## config.mk

```make
export PLATFORM = sky130hd
export DESIGN_NAME = parking_lot_ctrl
export DESIGN_NICKNAME = d
export VERILOG_FILES = /design/src/rtl/parking_pkg.sv /design/src/rtl/parking_timebase.sv /design/src/rtl/parking_lot_ctrl.sv
export SDC_FILE = /design/constraint.sdc
export NUM_CORES = 1
export LEC_CHECK = 0
export ABC_AREA = 0
export BUFFER_PORTS_ARGS = -buffer_cell sky130_fd_sc_hd__buf_2
export CAP_MARGIN = 20
export CELL_PAD_IN_SITES_DETAIL_PLACEMENT = 0
export CELL_PAD_IN_SITES_GLOBAL_PLACEMENT = 1
export CORE_ASPECT_RATIO = 0.5
export CORE_MARGIN = 1
export CORE_UTILIZATION = 51
export CTS_CLUSTER_DIAMETER = 50
export DETAILED_ROUTE_END_ITERATION = 8
export HOLD_SLACK_MARGIN = 0.15
export PLACE_DENSITY = 0.92
export SETUP_SLACK_MARGIN = 0.05
export SLEW_MARGIN = 10
export SYNTH_ARGS = -nofsm -noshare
export SYNTH_HDL_FRONTEND = slang
export SYNTH_SLANG_ARGS = --single-unit
```

## constraint.sdc

```tcl
create_clock -name clock -period 21.9 [get_ports clock]
set_input_delay 4.38 -clock clock [delete_from_list [all_inputs] [get_ports clock]]
set_output_delay 4.38 -clock clock [all_outputs]
set_load 0.02 [all_outputs]
```

## src/rtl/parking_pkg.sv

```systemverilog
// rtl/parking_pkg.sv - shared widths, car class and default lot configuration
package parking_pkg;

  localparam int HOUR_W    = 5;
  localparam int DAY_HOURS = 24;

  typedef enum logic {
    CLASS_FREE = 1'b0,
    CLASS_RES  = 1'b1
  } car_class_t;

  localparam int DEF_TOTAL_CAPACITY = 700;
  localparam int DEF_CNT_W          = 10;
  localparam int DEF_CLOCKS_IN_HOUR = 500;
  localparam int DEF_HOUR_START     = 8;
  localparam int DEF_RES_CAP0       = 500;
  localparam int DEF_RES_CAP1       = 450;
  localparam int DEF_RES_CAP2       = 400;
  localparam int DEF_RES_CAP3       = 200;
  localparam int DEF_STEP1_H        = 6;
  localparam int DEF_STEP2_H        = 7;
  localparam int DEF_STEP3_H        = 8;

endpackage

```

## src/rtl/parking_timebase.sv

```systemverilog
// rtl/parking_timebase.sv - tick/elapsed-hour counters and wall-clock hour
module parking_timebase
  import parking_pkg::*;
#(
  parameter int CLOCKS_IN_HOUR = DEF_CLOCKS_IN_HOUR,
  parameter int HOUR_START     = DEF_HOUR_START
) (
  input  logic              clock,
  input  logic              reset,
  output logic [HOUR_W-1:0] hour,
  output logic [HOUR_W-1:0] elapsed_next,
  output logic              hour_step,
  output logic              day_wrap
);

  localparam int TICK_W = (CLOCKS_IN_HOUR > 1) ? $clog2(CLOCKS_IN_HOUR) : 1;
  localparam logic [TICK_W-1:0] TICK_LAST = TICK_W'(CLOCKS_IN_HOUR - 1);
  localparam logic [HOUR_W-1:0] LAST_HOUR = HOUR_W'(DAY_HOURS - 1);

  logic [TICK_W-1:0] tick;
  logic [HOUR_W-1:0] elapsed;

  function automatic logic [HOUR_W-1:0] wall_hour(input logic [HOUR_W-1:0] e);
    return HOUR_W'((int'(e) + HOUR_START) % DAY_HOURS);
  endfunction

  // hour_step/day_wrap are high in the cycle whose closing edge advances the hour
  assign hour_step = (tick == TICK_LAST);
  assign day_wrap  = hour_step && (elapsed == LAST_HOUR);

  always_comb begin
    elapsed_next = elapsed;
    if (day_wrap)
      elapsed_next = '0;
    else if (hour_step)
      elapsed_next = elapsed + HOUR_W'(1);
  end

  always_ff @(posedge clock or negedge reset) begin
    if (!reset) begin
      tick    <= '0;
      elapsed <= '0;
      hour    <= HOUR_W'(HOUR_START % DAY_HOURS);
    end else begin
      tick    <= hour_step ? '0 : tick + TICK_W'(1);
      elapsed <= elapsed_next;
      hour    <= wall_hour(elapsed_next);
    end
  end

endmodule

```

## src/rtl/parking_lot_ctrl.sv

```systemverilog
// rtl/parking_lot_ctrl.sv - reserved/free pool occupancy with scheduled reserved capacity
// Optional PARKING_STATS_EN adds peak_total and reject_count outputs.
module parking_lot_ctrl
  import parking_pkg::*;
#(
  parameter int TOTAL_CAPACITY = DEF_TOTAL_CAPACITY,
  parameter int CNT_W          = DEF_CNT_W,
  parameter int CLOCKS_IN_HOUR = DEF_CLOCKS_IN_HOUR,
  parameter int HOUR_START     = DEF_HOUR_START,
  parameter int RES_CAP0       = DEF_RES_CAP0,
  parameter int RES_CAP1       = DEF_RES_CAP1,
  parameter int RES_CAP2       = DEF_RES_CAP2,
  parameter int RES_CAP3       = DEF_RES_CAP3,
  parameter int STEP1_H        = DEF_STEP1_H,
  parameter int STEP2_H        = DEF_STEP2_H,
  parameter int STEP3_H        = DEF_STEP3_H
) (
  input  logic              clock,
  input  logic              reset,
  input  logic              entry_valid,
  input  logic              entry_is_res,
  input  logic              exit_valid,
  input  logic              exit_is_res,
  output logic [HOUR_W-1:0] hour,
  output logic [CNT_W-1:0]  res_parked,
  output logic [CNT_W-1:0]  free_parked,
  output logic [CNT_W-1:0]  res_vacant,
  output logic [CNT_W-1:0]  free_vacant,
  output logic              res_has_space,
  output logic              free_has_space,
  output logic              entry_accept,
  output logic              entry_reject,
  output logic              exit_fault,
  output logic              day_rollover
`ifdef PARKING_STATS_EN
  ,
  output logic [CNT_W-1:0]  peak_total,
  output logic [15:0]       reject_count
`endif
);

  localparam logic [CNT_W-1:0] ONE   = CNT_W'(1);
  localparam logic [CNT_W-1:0] TOTAL = CNT_W'(TOTAL_CAPACITY);

  logic [HOUR_W-1:0] elapsed_next;
  logic              hour_step;
  logic              day_wrap;
  logic [CNT_W-1:0]  res_cap;
  logic [CNT_W-1:0]  spill_cnt;
  logic [CNT_W-1:0]  cap_n, free_cap_n, excess;
  logic [CNT_W-1:0]  r_n, f_n, s_n;
  logic              acc_n, rej_n, flt_n;
  car_class_t        entry_class, exit_class;

  parking_timebase #(
    .CLOCKS_IN_HOUR(CLOCKS_IN_HOUR),
    .HOUR_START    (HOUR_START)
  ) u_timebase (
    .clock       (clock),
    .reset       (reset),
    .hour        (hour),
    .elapsed_next(elapsed_next),
    .hour_step   (hour_step),
    .day_wrap    (day_wrap)
  );

  function automatic logic [CNT_W-1:0] cap_of(input logic [HOUR_W-1:0] e);
    if (int'(e) >= STEP3_H)      return CNT_W'(RES_CAP3);
    else if (int'(e) >= STEP2_H) return CNT_W'(RES_CAP2);
    else if (int'(e) >= STEP1_H) return CNT_W'(RES_CAP1);
    else                         return CNT_W'(RES_CAP0);
  endfunction

  assign entry_class = car_class_t'(entry_is_res);
  assign exit_class  = car_class_t'(exit_is_res);

  // Spill, then exit, then entry, so a same-cycle exit frees a space for the entry
  always_comb begin
    cap_n      = hour_step ? cap_of(elapsed_next) : res_cap;
    free_cap_n = TOTAL - cap_n;
    r_n        = res_parked;
    f_n        = free_parked;
    s_n        = spill_cnt;
    excess     = '0;
    acc_n      = 1'b0;
    rej_n      = 1'b0;
    flt_n      = 1'b0;
    if (day_wrap) begin
      r_n = '0;
      f_n = '0;
      s_n = '0;
    end else begin
      if (r_n > cap_n) begin
        excess = r_n - cap_n;
        r_n    = cap_n;
        f_n    = f_n + excess;
        s_n    = s_n + excess;
      end
      if (exit_valid) begin
        if (exit_class == CLASS_RES) begin
          if (r_n != '0) begin
            r_n = r_n - ONE;
          end else if (s_n != '0) begin
            f_n = f_n - ONE;
            s_n = s_n - ONE;
          end else begin
            flt_n = 1'b1;
          end
        end else if (f_n > s_n) begin
          f_n = f_n - ONE;
        end else begin
          flt_n = 1'b1;
        end
      end
      if (entry_valid) begin
        if (entry_class == CLASS_RES) begin
          if (r_n < cap_n) begin
            r_n   = r_n + ONE;
            acc_n = 1'b1;
          end else begin
            rej_n = 1'b1;
          end
        end else if (f_n < free_cap_n) begin
          f_n   = f_n + ONE;
          acc_n = 1'b1;
        end else begin
          rej_n = 1'b1;
        end
      end
    end
  end

  always_ff @(posedge clock or negedge reset) begin
    if (!reset) begin
      res_cap        <= CNT_W'(RES_CAP0);
      res_parked     <= '0;
      free_parked    <= '0;
      spill_cnt      <= '0;
      res_vacant     <= CNT_W'(RES_CAP0);
      free_vacant    <= TOTAL - CNT_W'(RES_CAP0);
      res_has_space  <= 1'b1;
      free_has_space <= 1'b1;
      entry_accept   <= 1'b0;
      entry_reject   <= 1'b0;
      exit_fault     <= 1'b0;
      day_rollover   <= 1'b0;
    end else begin
      res_cap        <= cap_n;
      res_parked     <= r_n;
      free_parked    <= f_n;
      spill_cnt      <= s_n;
      res_vacant     <= cap_n - r_n;
      free_vacant    <= free_cap_n - f_n;
      res_has_space  <= (cap_n != r_n);
      free_has_space <= (free_cap_n != f_n);
      entry_accept   <= acc_n;
      entry_reject   <= rej_n;
      exit_fault     <= flt_n;
      day_rollover   <= day_wrap;
    end
  end

`ifdef PARKING_STATS_EN
  logic [CNT_W-1:0] total_n;
  assign total_n = r_n + f_n;

  always_ff @(posedge clock or negedge reset) begin
    if (!reset) begin
      peak_total   <= '0;
      reject_count <= '0;
    end else if (day_wrap) begin
      peak_total   <= '0;
      reject_count <= '0;
    end else begin
      if (total_n > peak_total)
        peak_total <= total_n;
      if (rej_n && (reject_count != 16'hFFFF))
        reject_count <= reject_count + 16'd1;
    end
  end
`endif

  always @(posedge clock) begin
    if (reset) begin
      assert (spill_cnt <= free_parked);
      assert (res_parked <= res_cap);
      assert (({1'b0, res_parked} + {1'b0, free_parked}) <= (CNT_W+1)'(TOTAL_CAPACITY));
    end
  end

endmodule

```

Word-level counts from Yosys, hierarchy flattened
Index checks and enable logic that the tools add are counted.
Storage, ports and cells
  word-level logic and storage cells: 96
  input port bits: 6
  flip-flop bits (word level): 85
Cells by class
  mux-type cells: 52
  magnitude comparators: 7
  eq/ne operators: 4
  $add $sub $neg: 14
  reduce and logical (&&, ||, !) cells: 3
  div/mod/pow operators: 1
Operators by type and width (count)
  10-bit two-way mux: 31
  32-bit by 6-bit modulo with 32-bit output (second input constant): 1
  10-bit by 1-bit subtractor with 10-bit output (second input constant): 3
  10-bit subtractor: 3
  10-bit by 1-bit adder with 10-bit output (second input constant): 2
  10-bit adder: 2
  10-bit > comparator: 2
  10-bit less-than comparator: 2
  10-bit inequality test: 2
  10-bit nonzero test: 2
  1-bit two-way mux: 16
  5-bit by 3-bit >= comparator with 1-bit output (second input constant): 2
  5-bit two-way mux: 2
  10-bit subtractor (first input constant): 1
  9-bit by 1-bit adder with 9-bit output (second input constant): 1
  9-bit == test (second input constant): 1
  9-bit two-way mux: 1
  7-bit two-way mux: 1
  5-bit by 4-bit adder with 6-bit output (second input constant): 1
  6-bit two-way mux: 1
  5-bit by 1-bit adder with 5-bit output (second input constant): 1
  5-bit == test (second input constant): 1
  5-bit by 4-bit >= comparator with 1-bit output (second input constant): 1
  1-bit logical AND: 1

Longest topological paths before layout
Gate-level depths: netlist of the first run.
  depth in word-level cells: 24
  depth in mapped cells: 55
  depth with buffers taken out: 54

Hierarchy
Synthesis of the first run repeated with hierarchy kept, for this count alone.
Second synthesis, totals
  cells, all modules: 901
  area, all modules: 7786.2 um^2
By module, submodules not included
  parking_lot_ctrl: seq. area each 1672.9 um^2, cells each 807, area each 6871.6 um^2, times used 1
  parking_timebase: seq. area each 401.6 um^2, cells each 94, area each 914.6 um^2, times used 1

Worst setup path before layout of the first run
Ideal clock, no wire load.
  path kind: register to register
  start point: reg u_timebase.tick[0]
  end point: reg free_vacant[9]
  data required time: 21766 ps
  setup slack: 11504 ps
  clock period less this slack: 10396 ps
  data arrival time: 10262 ps
  setup time: 134 ps
  stages on the path, launching flop included: 53
  cell sequence: dfrtp_1 ha_1 nand4bb_1 buf_2 o31ai_1 a21boi_2 ha_1 inv_1 a2111oi_2 a22oi_2 ha_1 nor2b_1 o31a_1 o21a_1 nor2_1 xnor2_1 ha_1 nand2_1 [17 not listed] a21oi_1 nor2_1 a2111oi_0 and4b_1 o21ai_0 nand2_1 mux2i_1 or2_2 ha_1 a21oi_1 o21ai_0 a21oi_1 o21ai_0 a21o_1 a21oi_1 o21bai_1 a21oi_1 xnor3_1
Between the ends
  word-level cells in the longest chain between the ends: 24
RTL lines
  start: declaration: line parking_timebase.sv:20  | logic [TICK_W-1:0] tick;
  start signal: assignment: line parking_timebase.sv:45  | tick <= hour_step ? '0 : tick + TICK_W'(1);
  9-bit == test *: line parking_timebase.sv:28  | assign hour_step = (tick == TICK_LAST);
  5-bit two-way mux / 1-bit logical AND (equally long branches): line parking_timebase.sv:35, parking_timebase.sv:29
  5-bit two-way mux: line parking_timebase.sv:33  | if (day_wrap)
  5-bit by 3-bit >= comparator with 1-bit output: line parking_lot_ctrl.sv:70  | else if (int'(e) >= STEP1_H) return CNT_W'(RES_CAP1);
  6-bit two-way mux: line parking_lot_ctrl.sv:70
  7-bit two-way mux: line parking_lot_ctrl.sv:69  | else if (int'(e) >= STEP2_H) return CNT_W'(RES_CAP2);
  10-bit two-way mux: line parking_lot_ctrl.sv:68  | if (int'(e) >= STEP3_H) return CNT_W'(RES_CAP3);
  10-bit two-way mux: line parking_lot_ctrl.sv:79  | cap_n = hour_step ? cap_of(elapsed_next) : res_cap;
  [8 not listed]
  10-bit two-way mux: line parking_lot_ctrl.sv:99  | if (exit_valid) begin
  10-bit two-way mux: line parking_lot_ctrl.sv:88  | if (day_wrap) begin
  10-bit by 1-bit adder with 10-bit output / 10-bit less-than comparator (equally long branches): line parking_lot_ctrl.sv:124, parking_lot_ctrl.sv:123
  10-bit two-way mux: line parking_lot_ctrl.sv:123  | end else if (f_n < free_cap_n) begin
  10-bit two-way mux: line parking_lot_ctrl.sv:116  | if (entry_class == CLASS_RES) begin
  10-bit two-way mux: line parking_lot_ctrl.sv:115  | if (entry_valid) begin
  10-bit two-way mux: line parking_lot_ctrl.sv:88
  10-bit subtractor *: line parking_lot_ctrl.sv:153  | free_vacant <= free_cap_n - f_n;
  end signal: assignment: line parking_lot_ctrl.sv:140  | free_vacant <= TOTAL - CNT_W'(RES_CAP0);
  end signal: assignment: line parking_lot_ctrl.sv:153
  end: declaration: line parking_lot_ctrl.sv:28  | output logic [CNT_W-1:0] free_vacant,
Every way passes the cells marked *; elsewhere a longest branch is shown, timed or not. The select of a mux whose other input is x is not followed.

Worst setup path in the final report of the first run
Same ends and word-level chain as after synthesis.

==> results.yml, run 1 <==
die:
  design.die.area_um2: 16200
  ios: 57
  row_count: 31
  start_util: 0.537
  die_w_um: 179
  coreArea_um2: 14900
  die_h_um: 90.5
timing:
  max_freq_ghz: 0.0787
  period_minus_slack_ps: 12700
  maxSlewViolCount: 0
  skew_ps: 12.9
  relSlewSlack: 0.376
  period_share: 0.580
  setup_viol_count_final: 0
  rsz0062_at_grt: "no"
  final_hold_viol_count: 0
  setup_slack_ps: 9200
  worst_slew_pin_slew_ps: 935
  tns_ps: 0
cts:
  ctsHoldBuffers: 0
  cts_buffers: 9
  clockBufferDepth: 2
  cts_root_buffer: "clkbuf_16"
  cts_setup_buffers: 0
  cts_tree: "built"
  insertion_delay_ps: 350
  path_clk_slew_ps: 70
  h-tree-depth: 3
  clock-sinks: 82
  ctsResizeCount: 0
synthesis:
  synthMostInstantiatedCell: "nand2_1"
  synthMuxAreaShare: 0.0310
  syn_inst: 936
  syn_avg_cell_area_um2: 8.54
  synth_area_um2: 7990
  synthSimpleGateAreaFrac: 0.205
  synth_xor_area_frac: 0.106
  synth_seq_cells: 82
  ys_seq_area_frac: 0.260
  postSynthNetCount: 1033
  synth_compound_area_frac: 0.201
  synth_commonest_cells: "91 x nand2_1, 86 x ha_1, 78 x nor2_1"
  synth_edf_count: 0
  synthArstFlopShare: 1.00
  yosysWarnings: 0
  synth.largest_area_cell: "dfrtp_1"
  yosysUniqueCellTypes: 100
  synth_area_leaders: "dfrtp_1 20%, ha_1 13%, xnor2_1 7.0%, dfstp_2 5.9%, nand2_1 4.3%"
  synth_top_family_by_area: "simple AND/OR/NAND/NOR gates"
  synth_top_area_frac: 0.200
  synth-adder-area-share: 0.147
  yosys_most_used_dff: "dfrtp_1"
layout:
  diodes: 0
  num-nets-final: 1083
  area_growth_pct: 9.47
  layout-drive-gt1-share: 0.140
  fillers: 1337
routing:
  dr.first_iter.drc_count: 718
  drc: 0
  vias: 7261
  vias_per_cell: 6.11
  drt_wl_total_mm: 23.0
  ant_nets: 0
  drtPass1Iterations: 5
  routedWlPerCell_um: 19.3
min_path:
  hold_path.class: "reg -> reg"
worst_setup_path:
  worstSetupPathType: "reg -> reg"
  crit_path_max_fanout: 12
  arrival_ps: 12930
  slowest_stage: "a2111oi_0"
  critPathMaxStageDelay_ps: 640
  worstPathRequired_ps: 22120
  setup.worst_path.end_class: "flop"
  crit_path_start_kind: "flop"
global_route:
  grt_antenna_before_repair: 0
  overflow: 0
  grtUsageTotal: 0.294
  grt_max_degree: 57
  grt_pass1_wl_mm: 36.9
  grt_pass1_vias: 6687
job:
  drv_cap: 0
placement:
  routabilityCongestion: 0.976
  hpwl_mm: 17.9
  pre_cts_slack_ps: 9710
  io_buffers: 56
status:
  status: "completed"
state kept, by name (all words and copies together) (netlist names), 5 cells and up:
register and flops:
free_parked 10, free_vacant 10, res_cap 10, res_parked 10
res_vacant 10, spill_cnt 10, u_timebase.tick 9, u_timebase.hour 5
final cells by class:
cell class / instances / area (um^2) / area share
clock buffers: 9 / 225 / 0.0257
clock inverters: 7 / 77.6 / 0.00887
inverters: 74 / 278 / 0.0317
multi-input cells: 757 / 5520 / 0.631
flip-flops and latches: 82 / 2070 / 0.237
well taps: 198 / 248 / 0.0283
repair buffers: 62 / 328 / 0.0375
logic make-up (layout without fill, tap and decap cells):
kind of cell	count (synthesis)	count (layout)
buffers and inverters	97	152
muxes	24	24
DFF	82	82
and+or+nand+nor	324	324
xor gates and xnor gates	92	92
adders and majority gates	91	91
AOI/OAI and AO/OA	226	226
layout by cell type (no fill, tap or decap), drive strengths merged, types with 7 or more instances in the layout:
cell / instances
a21oi: 47
dfstp: 18
nor2: 80
nor2b: 11
xnor2: 66
nand3: 26
and3: 12
o211ai: 10
o21a: 16
clkbuf: 9
and2: 16
o21ai: 50
or3: 9
buf: 62
a211oi: 9
nor3: 17
ha: 86
nand2: 92
inv: 76
nand2b: 7
nand4: 20
dfrtp: 64
xor2: 25
mux2i: 21
a21o: 17
o31ai: 10
metal layers:
metal / vias up / GRT usage / routed length [um]
li1: 3464 / - / -
met1: 3433 / 0.469 / 11300
met2: 337 / 0.400 / 9220
met3: 27 / 0.0568 / 2170
met4: 0 / 0.0586 / 297
met5: - / 0 / 0
through the flow:
| stage | utilization | instance area, um^2 | hold WS, ps | instances |
|---|---|---|---|---|
| after global placement | 0.567 | 8450 | 460 | 1173 |
| final | 0.587 | 8750 | 485 | 1189 |
| after floorplan | - | 7990 | 448 | 936 |
| after global routing | 0.587 | 8750 | 507 | 1189 |
| after CTS | 0.587 | 8750 | 491 | 1189 |
| after detailed placement | 0.567 | 8450 | 469 | 1173 |
final timing paths:
kind,startpoint,end,slack [ps],cells past startpoint
hold / removal,u_timebase.tick[0],u_timebase.tick[0],490,1
max in group asynchronous,reset,res_parked[2],16890,2
hold reg to reg,u_timebase.tick[0],u_timebase.tick[0],490,1
setup reg to reg,u_timebase.tick[0],free_vacant[9],9200,50
setup / recovery,u_timebase.tick[0],free_vacant[9],9200,50
min in group asynchronous,reset,spill_cnt[3],3920,1
worst max-delay path, delay by kind of cell, from the launching register on:
| kind | cells | cell delay, ps |
|---|---|---|
| AO/OA/AOI/OAI | 25 | 6120 |
| flip-flops | 1 | 390 |
| multiplexers | 1 | 120 |
| adder cells (fa/ha/maj) | 7 | 2160 |
| buffers and inverters | 2 | 220 |
| XOR/XNOR | 3 | 620 |
| AND/OR/NAND/NOR | 12 | 2920 |
Power of run 1 is left out: the tool's default activity adds up to more than one toggle a clock period on the data nets, which glitch-free logic cannot reach.
==> inputs of run 2 (changes only) <==
ABC_AREA = 1   (was 0)
CORE_UTILIZATION = 41   (was 51)
PLACE_DENSITY = 0.83   (was 0.92)
clock period = 11.3 ns   (was 21.9 ns; I/O delays follow)
==> results.yml, run 2 <==
layout:
  fin_util: 0.469
  layout-drive-gt1-share: 0.165
  layout.cells.most_common: "nand2_1"
  layout_common_cells: "324 x nand2_1, 185 x inv_1, 85 x ha_1, 81 x nand3_1, 79 x nor2_1"
  diodes: 0
  num-nets-final: 1377
  area_growth_pct: 9.69
timing:
  skew_ps: 8.85
  period_minus_slack_ps: 10180
  period_share: 0.901
  maxSlewViolCount: 0
  worst_slew_pin_slew_ps: 1150
  rsz0062_at_grt: "no"
  holdWs_ps: 464
  final_hold_viol_count: 0
  setup_viol_count_final: 0
  relSlewSlack: 0.230
  tns_ps: 0
  max_freq_ghz: 0.0983
synthesis:
  syn_inst: 1226
  synth_commonest_cells: "325 x nand2_1, 186 x inv_1, 86 x ha_1"
  synth_area_leaders: "dfrtp_1 19%, nand2_1 14%, ha_1 13%, inv_1 8.2%, dfstp_2 5.6%"
  syn_avg_cell_area_um2: 6.93
  synth_area_um2: 8500
  synth.largest_area_cell: "dfrtp_1"
  yosysUniqueCellTypes: 54
  synthArstFlopShare: 1.00
  yosys_most_used_dff: "dfrtp_1"
  synth_top_area_frac: 0.188
  synth_edf_count: 0
  synthMostInstantiatedCell: "nand2_1"
  yosysWarnings: 0
  ys_seq_area_frac: 0.244
  synth_seq_cells: 82
  postSynthNetCount: 1323
worst_setup_path:
  crit_path_max_fanout: 18
  slowest_stage: "dfrtp_1"
  worstPathRequired_ps: 11540
  setup.worst_path.end_class: "flop"
  arrival_ps: 10420
  worstSetupPathType: "reg -> reg"
  critPathMaxStageDelay_ps: 470
  cpMostUsedCell: "a21oi_1"
  crit_path_start_kind: "flop"
global_route:
  grtUsageTotal: 0.251
  overflow: 0
  grt_pass1_vias: 7662
  grt_max_degree: 82
  grt_antenna_before_repair: 0
  grt_pass1_wl_mm: 41.3
cts:
  cts_root_buffer: "clkbuf_16"
  cts_tree: "built"
  clockBufferDepth: 2
  path_clk_slew_ps: 70
  cts_buffers: 9
  h-tree-depth: 3
  ctsHoldBuffers: 0
  insertion_delay_ps: 350
  clock-sinks: 82
routing:
  drc: 0
  drt_wl_total_mm: 25.9
  vias_per_cell: 5.25
  drtPass1Iterations: 6
  dr.first_iter.drc_count: 719
  ant_nets: 0
  routedWlPerCell_um: 16.7
  vias: 8138
die:
  design.die.area_um2: 21300
  row_count: 36
  ios: 57
  die_h_um: 104
  coreArea_um2: 19900
  start_util: 0.428
  die_w_um: 206
status:
  status: "completed"
min_path:
  hold_path.class: "reg -> reg"
job:
  drv_cap: 0
placement:
  io_buffers: 56
  hpwl_mm: 20.9
  routabilityCongestion: 0.977
==> run 2: cell types whose count changed in the layout (fill, tap and decap cells not counted), moves of 15 or more <==
cell	delta
mux2i_1	-20
nand4_1	+17
inv_1	+112
nand2_2	+24
nand3_1	+55
nor2_2	+15
inv_2	+18
nand2_1	+233
xnor2_1	-52
==> run 2: worst max-delay path, delay by kind of cell, from the launching register on <==
| family | cells | cell delay, ps |
|---|---|---|
| buffers and inverters | 7 | 810 |
| adder cells (fa/ha/maj) | 7 | 2300 |
| flip-flops | 1 | 470 |
| AND/OR/NAND/NOR | 22 | 2660 |
| XOR/XNOR | 2 | 540 |
| AO/OA/AOI/OAI | 20 | 3260 |
==> run 2: cell type report <==
cell class	count	area [um^2]
clock inverter	5	42.5
fill	1974	10500
sequential	82	2070
clock buffer	11	253
multi-input combinational	914	5480
timing repair buffer	61	333
inverter	212	803
tap	266	333
==> run 2: cell families (layout without fill, tap and decap cells) <==
| logic type | Yosys count | in the layout | share of synthesized area |
|---|---|---|---|
| DFF | 82 | 82 | 0.244 |
| adders and majority gates | 91 | 91 | 0.138 |
| AOI/OAI and AO/OA | 132 | 132 | 0.0945 |
| buffers and inverters | 230 | 289 | 0.113 |
| xor gates and xnor gates | 49 | 49 | 0.0514 |
| and+or+nand+nor | 642 | 642 | 0.359 |
==> run 2: stage by stage <==
| stage | area (um^2) | setup slack, ps | cells |
|---|---|---|---|
| detailed placement | 8980 | 1090 | 1533 |
| global route | 9320 | 65.3 | 1551 |
| floorplan | 8500 | 2770 | 1226 |
| finish | 9320 | 1120 | 1551 |
| global placement | 8980 | 1440 | 1533 |
| CTS | 9280 | 1050 | 1549 |
==> run 2: worst paths after layout <==
path	startpoint	end	slack [ps]	cells after the start
max in group asynchronous	reset	free_vacant[3]	8630	3
hold / removal	u_timebase.tick[0]	u_timebase.tick[0]	460	1
hold reg to reg	u_timebase.tick[0]	u_timebase.tick[0]	460	1
min in group asynchronous	reset	u_timebase.hour[4]	1680	1
setup reg to reg	u_timebase.hour[0]	free_vacant[9]	1120	58
setup / recovery	u_timebase.hour[0]	free_vacant[9]	1120	58
==> run 2: what timing repair did <==
action | in CTS | in global routing
setup buffers | 0 | 1
endpoints found under the setup margin | 0 | 2
resized for setup | 0 | 5
==> run 2: metal layers <==
| metal | wire (um) | part of all wire | global-route usage | up-vias |
|---|---|---|---|---|
| met1 | 12600 | 0.49 | 0.361 | 3779 |
| met5 | 0 | 0 | 0 | - |
| met3 | 1530 | 0.059 | 0.0406 | 42 |
| li1 | - | - | - | 4071 |
| met4 | 592 | 0.023 | 0.0667 | 0 |
| met2 | 11200 | 0.43 | 0.388 | 246 |
Power of run 2 is left out for the same reason.
==> inputs of run 3 (changes only) <==
ABC_AREA = 0   (was 1)
CORE_UTILIZATION = 43   (was 41)
==> results.yml, run 3 (synthesis gave the netlist of run 1 again) <==
status:
  status: "completed"
timing:
  relSlewSlack: 0.404
  maxSlewViolCount: 0
  period_share: 0.950
  skew_ps: 8.68
  period_minus_slack_ps: 10730
  max_freq_ghz: 0.0932
  holdWs_ps: 539
  setup_viol_count_final: 0
  worst_slew_pin_slew_ps: 892
  final_hold_viol_count: 0
layout:
  area_growth_pct: 18.0
  layout.cells.most_common: "nand2_1"
  layout_common_cells: "90 x nand2_1, 81 x ha_1, 75 x nor2_1, 72 x inv_1, 61 x dfrtp_1"
  num-nets-final: 1130
  layout-drive-gt1-share: 0.212
  fillers: 1648
  diodes: 0
job:
  drv_cap: 0
cts:
  clock-sinks: 82
  insertion_delay_ps: 350
  path_clk_slew_ps: 70
  cts_root_buffer: "clkbuf_16"
  cts_buffers: 9
  cts_tree: "built"
  h-tree-depth: 3
  clockBufferDepth: 2
  ctsHoldBuffers: 0
global_route:
  grt_antenna_before_repair: 0
  grt_pass1_vias: 6877
  grt_max_degree: 52
  overflow: 0
  grt_pass1_wl_mm: 37.7
  grtUsageTotal: 0.256
worst_setup_path:
  r2r-end: "free_vacant[9]"
  setup.worst_path.end_class: "flop"
  slowest_stage: "dfrtp_1"
  reg2reg_depth: 52
  arrival_ps: 10960
  cpMostUsedCell: "ha_1"
  worstPathRequired_ps: 11530
  r2r_slack_ps: 570
  critPathMaxStageDelay_ps: 430
  crit_path_max_fanout: 6
  startpoint: "u_timebase.tick[0]"
  crit_path_start_kind: "flop"
  timing.rr.start: "u_timebase.tick[0]"
  endpoint: "free_vacant[9]"
  worstSetupPathType: "reg -> reg"
die:
  design.die.area_um2: 19200
  die_h_um: 98.4
  start_util: 0.449
  die_w_um: 195
  row_count: 34
  coreArea_um2: 17800
  ios: 57
routing:
  routedWlPerCell_um: 19.1
  ant_nets: 0
  vias: 7295
  dr.first_iter.drc_count: 638
  drc: 0
  drtPass1Iterations: 5
  vias_per_cell: 5.74
  drt_wl_total_mm: 24.3
min_path:
  hold_path.class: "reg -> reg"
placement:
  io_buffers: 56
  hpwl_mm: 18.9
  routabilityCongestion: 0.901
==> run 3: cell types whose count changed in the layout (fill, tap and decap cells not counted), moves of 17 or more <==
cell / before / now
buf_4: 5 / 54
inv_1: 185 / 72
inv_2: 19 / 2
mux2i_1: 0 / 19
nand2_1: 324 / 90
nand2_2: 25 / 2
nand3_1: 81 / 26
nand4_1: 35 / 18
xnor2_1: 12 / 60
==> run 3: worst min path at each step <==
stage / from / cells past startpoint / endpoint / slack, ps
floorplan: u_timebase.tick[0] / 1 / u_timebase.tick[0] / 450
global placement: u_timebase.tick[0] / 1 / u_timebase.tick[0] / 460
detailed placement: u_timebase.tick[0] / 1 / u_timebase.tick[0] / 480
CTS: u_timebase.tick[0] / 1 / u_timebase.tick[0] / 480
global route: u_timebase.tick[1] / 1 / u_timebase.tick[1] / 580
finish: u_timebase.tick[3] / 1 / u_timebase.tick[3] / 540
==> run 3: worst max-delay path: cells and delay by family, from the launching register on <==
kind | cells | cell delay, ps
xor+xnor | 4 | 700
buf+inv | 4 | 440
simple gates | 13 | 2310
flops | 1 | 430
mux | 2 | 290
fa+ha+maj | 7 | 1960
compound gates | 22 | 4480
==> run 3: final cells by class <==
| type | instances | area [um^2] | share of cell area |
|---|---|---|---|
| inverter | 74 | 278 | 0.0295 |
| multi-input combinational | 757 | 5780 | 0.613 |
| clock inverter | 7 | 93.8 | 0.00995 |
| tap | 234 | 293 | 0.0311 |
| timing repair buffer | 109 | 681 | 0.0722 |
| clock buffer | 9 | 225 | 0.0239 |
| sequential | 82 | 2080 | 0.220 |
==> run 3: metrics by stage <==
| step | utilization | setup WS, ps | cells | TNS [ps] | instance area (um^2) |
|---|---|---|---|---|---|
| 4_1_cts | 0.512 | 84.4 | 1256 | 0 | 9100 |
| 6_report | 0.530 | 568 | 1272 | 0 | 9430 |
| 3_5_place_dp | 0.491 | -124 | 1240 | -124 | 8720 |
| 3_3_place_gp | 0.491 | 19.7 | 1240 | 0 | 8720 |
| 2_1_floorplan | - | 904 | 936 | 0 | 7990 |
| 5_1_grt | 0.530 | -90.1 | 1272 | -90.1 | 9430 |
==> run 3: metal layers <==
metal / wire, um / GRT usage / up-vias
met2: 9760 / 0.355 / 210
met3: 1600 / 0.0518 / 23
met5: 0 / 0 / -
met1: 12600 / 0.397 / 3509
met4: 337 / 0.0624 / 0
li1: - / - / 3553
==> run 3: what timing repair did <==
item | 4_1_cts | 5_1_grt
endpoints found under the setup margin | 1 | 7
pin swaps | 0 | 9
gates cloned | 0 | 0
resized for setup | 8 | 42
setup buffers | 0 | 16
Power of run 3 is left out for the same reason.
